File: src/rtl/dma_copy_engine.sv
// dma_copy_engine: single-channel memory-to-memory copy engine.
// Copies wordCount 32-bit words from srcAddress to dstAddress one word at a
// time (read address, read data, write), acting as the DMA bus master.
module dma_copy_engine #(
  parameter int COUNT_WIDTH = 16
) (
  input  logic                   clock,
  input  logic                   resetActiveLow,
  input  logic                   start,
  input  logic [31:0]            srcAddress,
  input  logic [31:0]            dstAddress,
  input  logic [COUNT_WIDTH-1:0] wordCount,
  output logic                   busy,
  output logic                   done,
  output logic [COUNT_WIDTH-1:0] wordsDone,
  output logic [31:0]            dmaAxiReadAddress,
  output logic                   dmaAxiReadValid,
  input  logic                   dmaAxiReadReady,
  input  logic [31:0]            dmaAxiReadData,
  input  logic                   dmaAxiReadValidData,
  output logic                   dmaAxiReadReadyData,
  output logic [31:0]            dmaAxiWriteAddress,
  output logic                   dmaAxiWriteValid,
  input  logic                   dmaAxiWriteReady,
  output logic [31:0]            dmaAxiWriteData,
  output logic                   dmaAxiWriteValidData,
  input  logic                   dmaAxiWriteReadyData
);

  typedef enum logic [2:0] {
    IDLE    = 3'd0,
    RD_ADDR = 3'd1,
    RD_DATA = 3'd2,
    WR      = 3'd3,
    DONE    = 3'd4
  } state_e;

  localparam logic [COUNT_WIDTH-1:0] CountZero = '0;
  localparam logic [COUNT_WIDTH-1:0] CountOne  = COUNT_WIDTH'(1);
  localparam logic [31:0]            WordStep  = 32'd4;

  state_e                 state_q, state_d;
  logic [31:0]            rdPtr_q, rdPtr_d;
  logic [31:0]            wrPtr_q, wrPtr_d;
  logic [31:0]            dataReg_q, dataReg_d;
  logic [COUNT_WIDTH-1:0] remaining_q, remaining_d;
  logic [COUNT_WIDTH-1:0] wordsDone_q, wordsDone_d;
  logic                   addrSent_q, addrSent_d;
  logic                   dataSent_q, dataSent_d;
  logic                   addrDoneNow, dataDoneNow;

  // State and datapath registers; reset clears everything so all outputs read zero.
  always_ff @(posedge clock or negedge resetActiveLow) begin
    if (!resetActiveLow) begin
      state_q     <= IDLE;
      rdPtr_q     <= '0;
      wrPtr_q     <= '0;
      dataReg_q   <= '0;
      remaining_q <= '0;
      wordsDone_q <= '0;
      addrSent_q  <= 1'b0;
      dataSent_q  <= 1'b0;
    end else begin
      state_q     <= state_d;
      rdPtr_q     <= rdPtr_d;
      wrPtr_q     <= wrPtr_d;
      dataReg_q   <= dataReg_d;
      remaining_q <= remaining_d;
      wordsDone_q <= wordsDone_d;
      addrSent_q  <= addrSent_d;
      dataSent_q  <= dataSent_d;
    end
  end

  // Next-state and datapath updates; a write word retires only once both channels have handshaken.
  always_comb begin
    state_d     = state_q;
    rdPtr_d     = rdPtr_q;
    wrPtr_d     = wrPtr_q;
    dataReg_d   = dataReg_q;
    remaining_d = remaining_q;
    wordsDone_d = wordsDone_q;
    addrSent_d  = addrSent_q;
    dataSent_d  = dataSent_q;
    addrDoneNow = addrSent_q | dmaAxiWriteReady;
    dataDoneNow = dataSent_q | dmaAxiWriteReadyData;

    case (state_q)
      IDLE: begin
        if (start) begin
          wordsDone_d = CountZero;
          if (wordCount != CountZero) begin
            rdPtr_d     = srcAddress;
            wrPtr_d     = dstAddress;
            remaining_d = wordCount;
            addrSent_d  = 1'b0;
            dataSent_d  = 1'b0;
            state_d     = RD_ADDR;
          end else begin
            state_d = DONE;
          end
        end
      end
      RD_ADDR: begin
        if (dmaAxiReadReady) begin
          state_d = RD_DATA;
        end
      end
      RD_DATA: begin
        if (dmaAxiReadValidData) begin
          dataReg_d = dmaAxiReadData;
          rdPtr_d   = rdPtr_q + WordStep;
          state_d   = WR;
        end
      end
      WR: begin
        if (addrDoneNow && dataDoneNow) begin
          wrPtr_d     = wrPtr_q + WordStep;
          remaining_d = remaining_q - CountOne;
          wordsDone_d = wordsDone_q + CountOne;
          addrSent_d  = 1'b0;
          dataSent_d  = 1'b0;
          state_d     = (remaining_q == CountOne) ? DONE : RD_ADDR;
        end else begin
          addrSent_d = addrDoneNow;
          dataSent_d = dataDoneNow;
        end
      end
      DONE: begin
        state_d = IDLE;
      end
      default: begin
        state_d = IDLE;
      end
    endcase
  end

  assign busy                 = (state_q == RD_ADDR) || (state_q == RD_DATA) || (state_q == WR);
  assign done                 = (state_q == DONE);
  assign wordsDone            = wordsDone_q;
  assign dmaAxiReadAddress    = rdPtr_q;
  assign dmaAxiReadValid      = (state_q == RD_ADDR);
  assign dmaAxiReadReadyData  = (state_q == RD_DATA);
  assign dmaAxiWriteAddress   = wrPtr_q;
  assign dmaAxiWriteData      = dataReg_q;
  assign dmaAxiWriteValid     = (state_q == WR) && !addrSent_q;
  assign dmaAxiWriteValidData = (state_q == WR) && !dataSent_q;

endmodule

File: config.mk
export PLATFORM = sky130hd
export DESIGN_NAME = dma_copy_engine
export DESIGN_NICKNAME = d
export VERILOG_FILES = /design/src/rtl/dma_copy_engine.sv
export SDC_FILE = /design/constraint.sdc
export NUM_CORES = 1
export LEC_CHECK = 0
export ABC_CLOCK_PERIOD_IN_PS = 2600
export CAP_MARGIN = 20
export CELL_PAD_IN_SITES_DETAIL_PLACEMENT = 0
export CELL_PAD_IN_SITES_GLOBAL_PLACEMENT = 1
export CORE_MARGIN = 2
export CORE_UTILIZATION = 34
export DETAILED_ROUTE_END_ITERATION = 7
export PLACE_DENSITY = 0.9
export SYNTH_ARGS = -nofsm -noshare
export SYNTH_HDL_FRONTEND = slang
export SYNTH_SLANG_ARGS = --single-unit
File: constraint.sdc
create_clock -name clock -period 2.6 [get_ports clock]
set_input_delay 0.26 -clock clock [delete_from_list [all_inputs] [get_ports clock]]
set_output_delay 0.26 -clock clock [all_outputs]
set_load 0.03 [all_outputs]
==> results by stage <==
Status:
- The run finished with clean final reports.

Floorplanning:
- From left edge to right edge, the die measures between 100 and 150 um.
- The site row count is 53.
- For this design the top-level I/O count stands at approximately 240.
- The floorplan step defined a die boundary enclosing approximately 0.022 mm2.
- The height of the die is around 150 um.
- The total area inside the core boundary comes to approximately 0.021 mm2.
- The initial core utilization is 0.345.

Clock tree:
- The cell at the root of the clock tree is sky130_fd_sc_hd__clkbuf_16.
- Clock-pin slew was measured on the worst setup and hold paths at 0.06 ns.
- The clock tree from TritonCTS is built.
- Clock tree synthesis inserted a total of 17 buffers.
- Buffers added to address setup during post-CTS repair amount to 0.
- The number of clock sinks is 133.
- The H-tree depth reported by CTS is 4.
- The clock insertion delay at the later pin of the skew report is roughly 0.42 ns.
- The clock passes through at most 2 buffers.

STA:
- Setup repair after global routing left no endpoint under its margin.
- The setup TNS is 0 ns.
- The smallest hold slack is 0.379 ns.
- The worst setup margin is ~0.25 ns.
- The worst pin sits at a relative slew slack of 0.290.
- The number of hold violations in the final report came to 0.
- After layout, the minimum clock period comes to 2.35 ns.
- The worst clock skew is roughly 0.0083 ns.
- The count of final max-slew check failures is 0.
- Timing would allow up to between 400 and 500 MHz.
- Setup violations remaining at the end of the flow were counted as 0.
- For the pin with the worst max-slew slack, the measured transition is 1.06 ns.
- Of the available clock period, the critical path in the final layout requires 0.904.

Power:
- The power density over cell area is 1300 mW/mm2.
- The reported leakage power is around 4.2 nW.
- VDD sags by at most 0.000683 V.
- Total power for the finished layout comes to 13.9 mW.

Min path:
- The worst hold path belongs to the class in2reg.
- The worst hold path begins at srcAddress[1].
- Along the worst hold path, the cell count comes to 3.

Logic synthesis:
- Yosys mapped a number of flops with a built-in enable equal to 0.
- The cell count after synthesis is 790.
- The most instantiated flip-flop cell in the synthesis netlist is sky130_fd_sc_hd__dfrtp_1.
- The Yosys step of the flow raised 0 warnings.
- In this run, distinct cell masters in the synthesized netlist total 64.
- The fraction of synthesis flops using an asynchronous set or reset pin is 1.00.
- The synthesis-stage register bit count is between 100 and 150.
- The area of the mapped netlist is around 0.007 mm2.
- Synthesis produced a netlist with a net count of just over 900.
- Each instance of the synthesized netlist takes up on average 9.11 um2.
- The share of the yosys chip area belonging to registers is 0.462.

Final layout:
- Compared with the post-synthesis result, the final layout area differs by 48.2%.
- The fraction of final layout cells sized beyond drive strength 1 is 0.118.
- The finished layout holds between 1000 and 1500 standard cells, fillers aside.
- Once layout is complete, the utilization of the core stands at 0.511.
- The finished cells cover between 0.01 and 0.015 mm2.
- The number of nets in the layout is 1156.

Global routing:
- The sum of overflow across all layers after global routing is 0.
- The via count of the first global-routing pass is 7013.
- The maximum number of pins on one net before global-route repair is 69.
- The number of antenna violations at the first check in global routing came to 0.
- The first global-routing pass estimated between 30 and 40 mm of wire.
- The all-layer global routing usage is 0.216.

Place:
- The final weighted congestion in routability-driven placement is roughly 0.87.
- Once detailed placement completed, the half-perimeter wirelength came to between 15 and 20 mm.
- The placed instances occupy a cell area of 0.0100 mm2.
- Including well taps, the total number of placed cells is between 1000 and 1500.
- The number of I/O port buffers is 236.
- The worst slack at placement is between 0.06 and 0.07 ns.

Detailed routing:
- The routed length per placed instance is 18.3 um.
- Detailed routing inserted a total of between 7000 and 8000 vias.
- The detailed router finished its first iteration with 455 violations.
- The first TritonRoute pass finished after 6 iterations.
- After detailed routing, the number of remaining DRC violations is 0.
- Using the TritonRoute via totals, the vias-per-cell ratio works out to roughly 5.6.
- The detail route stage leaves a number of antenna-violating nets equal to 0.
- The total wire length after detailed routing is 24.1 mm.

Setup path:
- STA classifies the critical path startpoint as a flip-flop.
- Along the worst path, the maximum fanout reaches between 40 and 50.
- The required time at the worst-slack endpoint is around 2.3 ns.
- The worst setup path is captured at an output pin.
- The reg-to-reg startpoint is state_q[1].
- The critical path ends at dmaAxiReadReadyData.
- The critical path in this run is classified as reg2out.
- The data arrival time at the worst-slack endpoint is 2.09 ns.
- The start point of the critical path is state_q[1].
- The slack of the worst reg-to-reg path is 0.26 ns.
- The endpoint identified for the worst register-to-register timing path is wordsDone[14].
- The worst reg2reg path depth is 6.

Flow run:
- The number of violations of the max-capacitance limit is 0.
worst min-delay path by stage:
stage	endpoint	slack (ns)
2_1_floorplan	addrSent_q	-0.04
3_3_place_gp	dmaAxiReadAddress[15]	0.32
3_5_place_dp	dmaAxiReadAddress[15]	0.31
4_1_cts	dmaAxiReadAddress[1]	0.36
5_1_grt	dmaAxiWriteAddress[0]	0.37
6_report	dmaAxiReadAddress[1]	0.38
registers in the layout (all words and copies together), names as in the netlist:
register / flops
remaining_q: 16
dmaAxiWriteAddress: 32
wordsDone: 16
dataSent_q: 1
dmaAxiReadAddress: 32
state_q: 3
addrSent_q: 1
dmaAxiWriteData: 32
Yosys cell counts (all sizes together), types with 3 or more instances:
cell type / number / area share
a211oi: 6 / 0.0063
a21o: 3 / 0.0031
a21oi: 69 / 0.049
a22oi: 8 / 0.0083
a2bb2oi: 5 / 0.0061
a311oi: 10 / 0.012
a31oi: 13 / 0.011
a32o: 4 / 0.0056
a32oi: 4 / 0.0049
a41oi: 3 / 0.0037
and2: 5 / 0.0043
and3: 15 / 0.013
and4: 7 / 0.0085
buf: 12 / 0.0078
clkbuf: 39 / 0.020
dfrtp: 133 / 0.46
ha: 5 / 0.0087
inv: 15 / 0.0078
mux2: 32 / 0.050
mux2i: 8 / 0.011
nand2: 71 / 0.037
nand3: 37 / 0.026
nand4: 16 / 0.014
nor2: 72 / 0.038
nor3: 25 / 0.017
nor3b: 7 / 0.0073
nor4: 14 / 0.013
nor4b: 4 / 0.0049
o21ai: 62 / 0.043
o22a: 10 / 0.012
o22ai: 14 / 0.012
o31ai: 4 / 0.0042
o32ai: 4 / 0.0049
or3: 5 / 0.0043
or4: 8 / 0.0089
xnor2: 12 / 0.015
final cells by class:
type / count / area (um2)
Timing Repair Buffer: 274 / 2710
Clock buffer: 17 / 425
Clock inverter: 15 / 170
Sequential cell: 133 / 3330
Inverter: 15 / 56.3
Multi-Input combinational cell: 591 / 3630
Tap cell: 275 / 344
Fill cell: 1946 / 10200
Antenna cell: 1 / 2.50
worst max-delay path: stages (launching register included):
cell	delay (ns)
sky130_fd_sc_hd__dfrtp_1	0.57
sky130_fd_sc_hd__or3b_1	0.42
sky130_fd_sc_hd__inv_2	0.07
sky130_fd_sc_hd__buf_4	0.37
sky130_fd_sc_hd__buf_4	0.24
where the power goes:
group          switching [mW]  leakage, nW  total [mW]  internal (mW)
Clock                    1.00        0.287        2.44           1.44
Combinational            4.27         2.34        7.37           3.10
Sequential               1.04         1.60        4.06           3.02
cell families after synthesis:
logic type,count (synthesis),synth area share
flip-flops,133,0.462
AO/OA/AOI/OAI,238,0.211
buffers and inverters,66,0.0360
multiplexers,40,0.0612
AND/OR/NAND/NOR,296,0.206
XOR/XNOR,12,0.0146
adder cells (fa/ha/maj),5,0.00869
metal layers:
metal  up-vias  global-route usage  share of wire
met5         -                   0              0
met4         0              0.0629          0.016
met3        28              0.0470          0.081
met2       323               0.345           0.48
met1      3606               0.296           0.43
li1       3453                   -              -
layout by cell type (no fill, tap or decap), drive strengths merged, types with 8 or more instances in the layout:
cell type / n
a21oi: 69
a22oi: 8
a311oi: 10
a31oi: 13
and3: 15
buf: 41
clkbuf: 17
clkdlybuf4s50: 232
dfrtp: 133
inv: 21
mux2: 32
mux2i: 8
nand2: 71
nand3: 37
nand4: 16
nor2: 72
nor3: 25
nor4: 14
o21ai: 62
o22a: 10
o22ai: 14
or4: 8
xnor2: 12
what timing repair did:
item | in CTS | in global routing
hold buffers | 1 | 0
gates resized for setup | 0 | 2
endpoints found under the setup margin | 0 | 2
endpoints found under the hold margin | 66 | 0
Note: power is estimated with default switching activity, not from simulation.
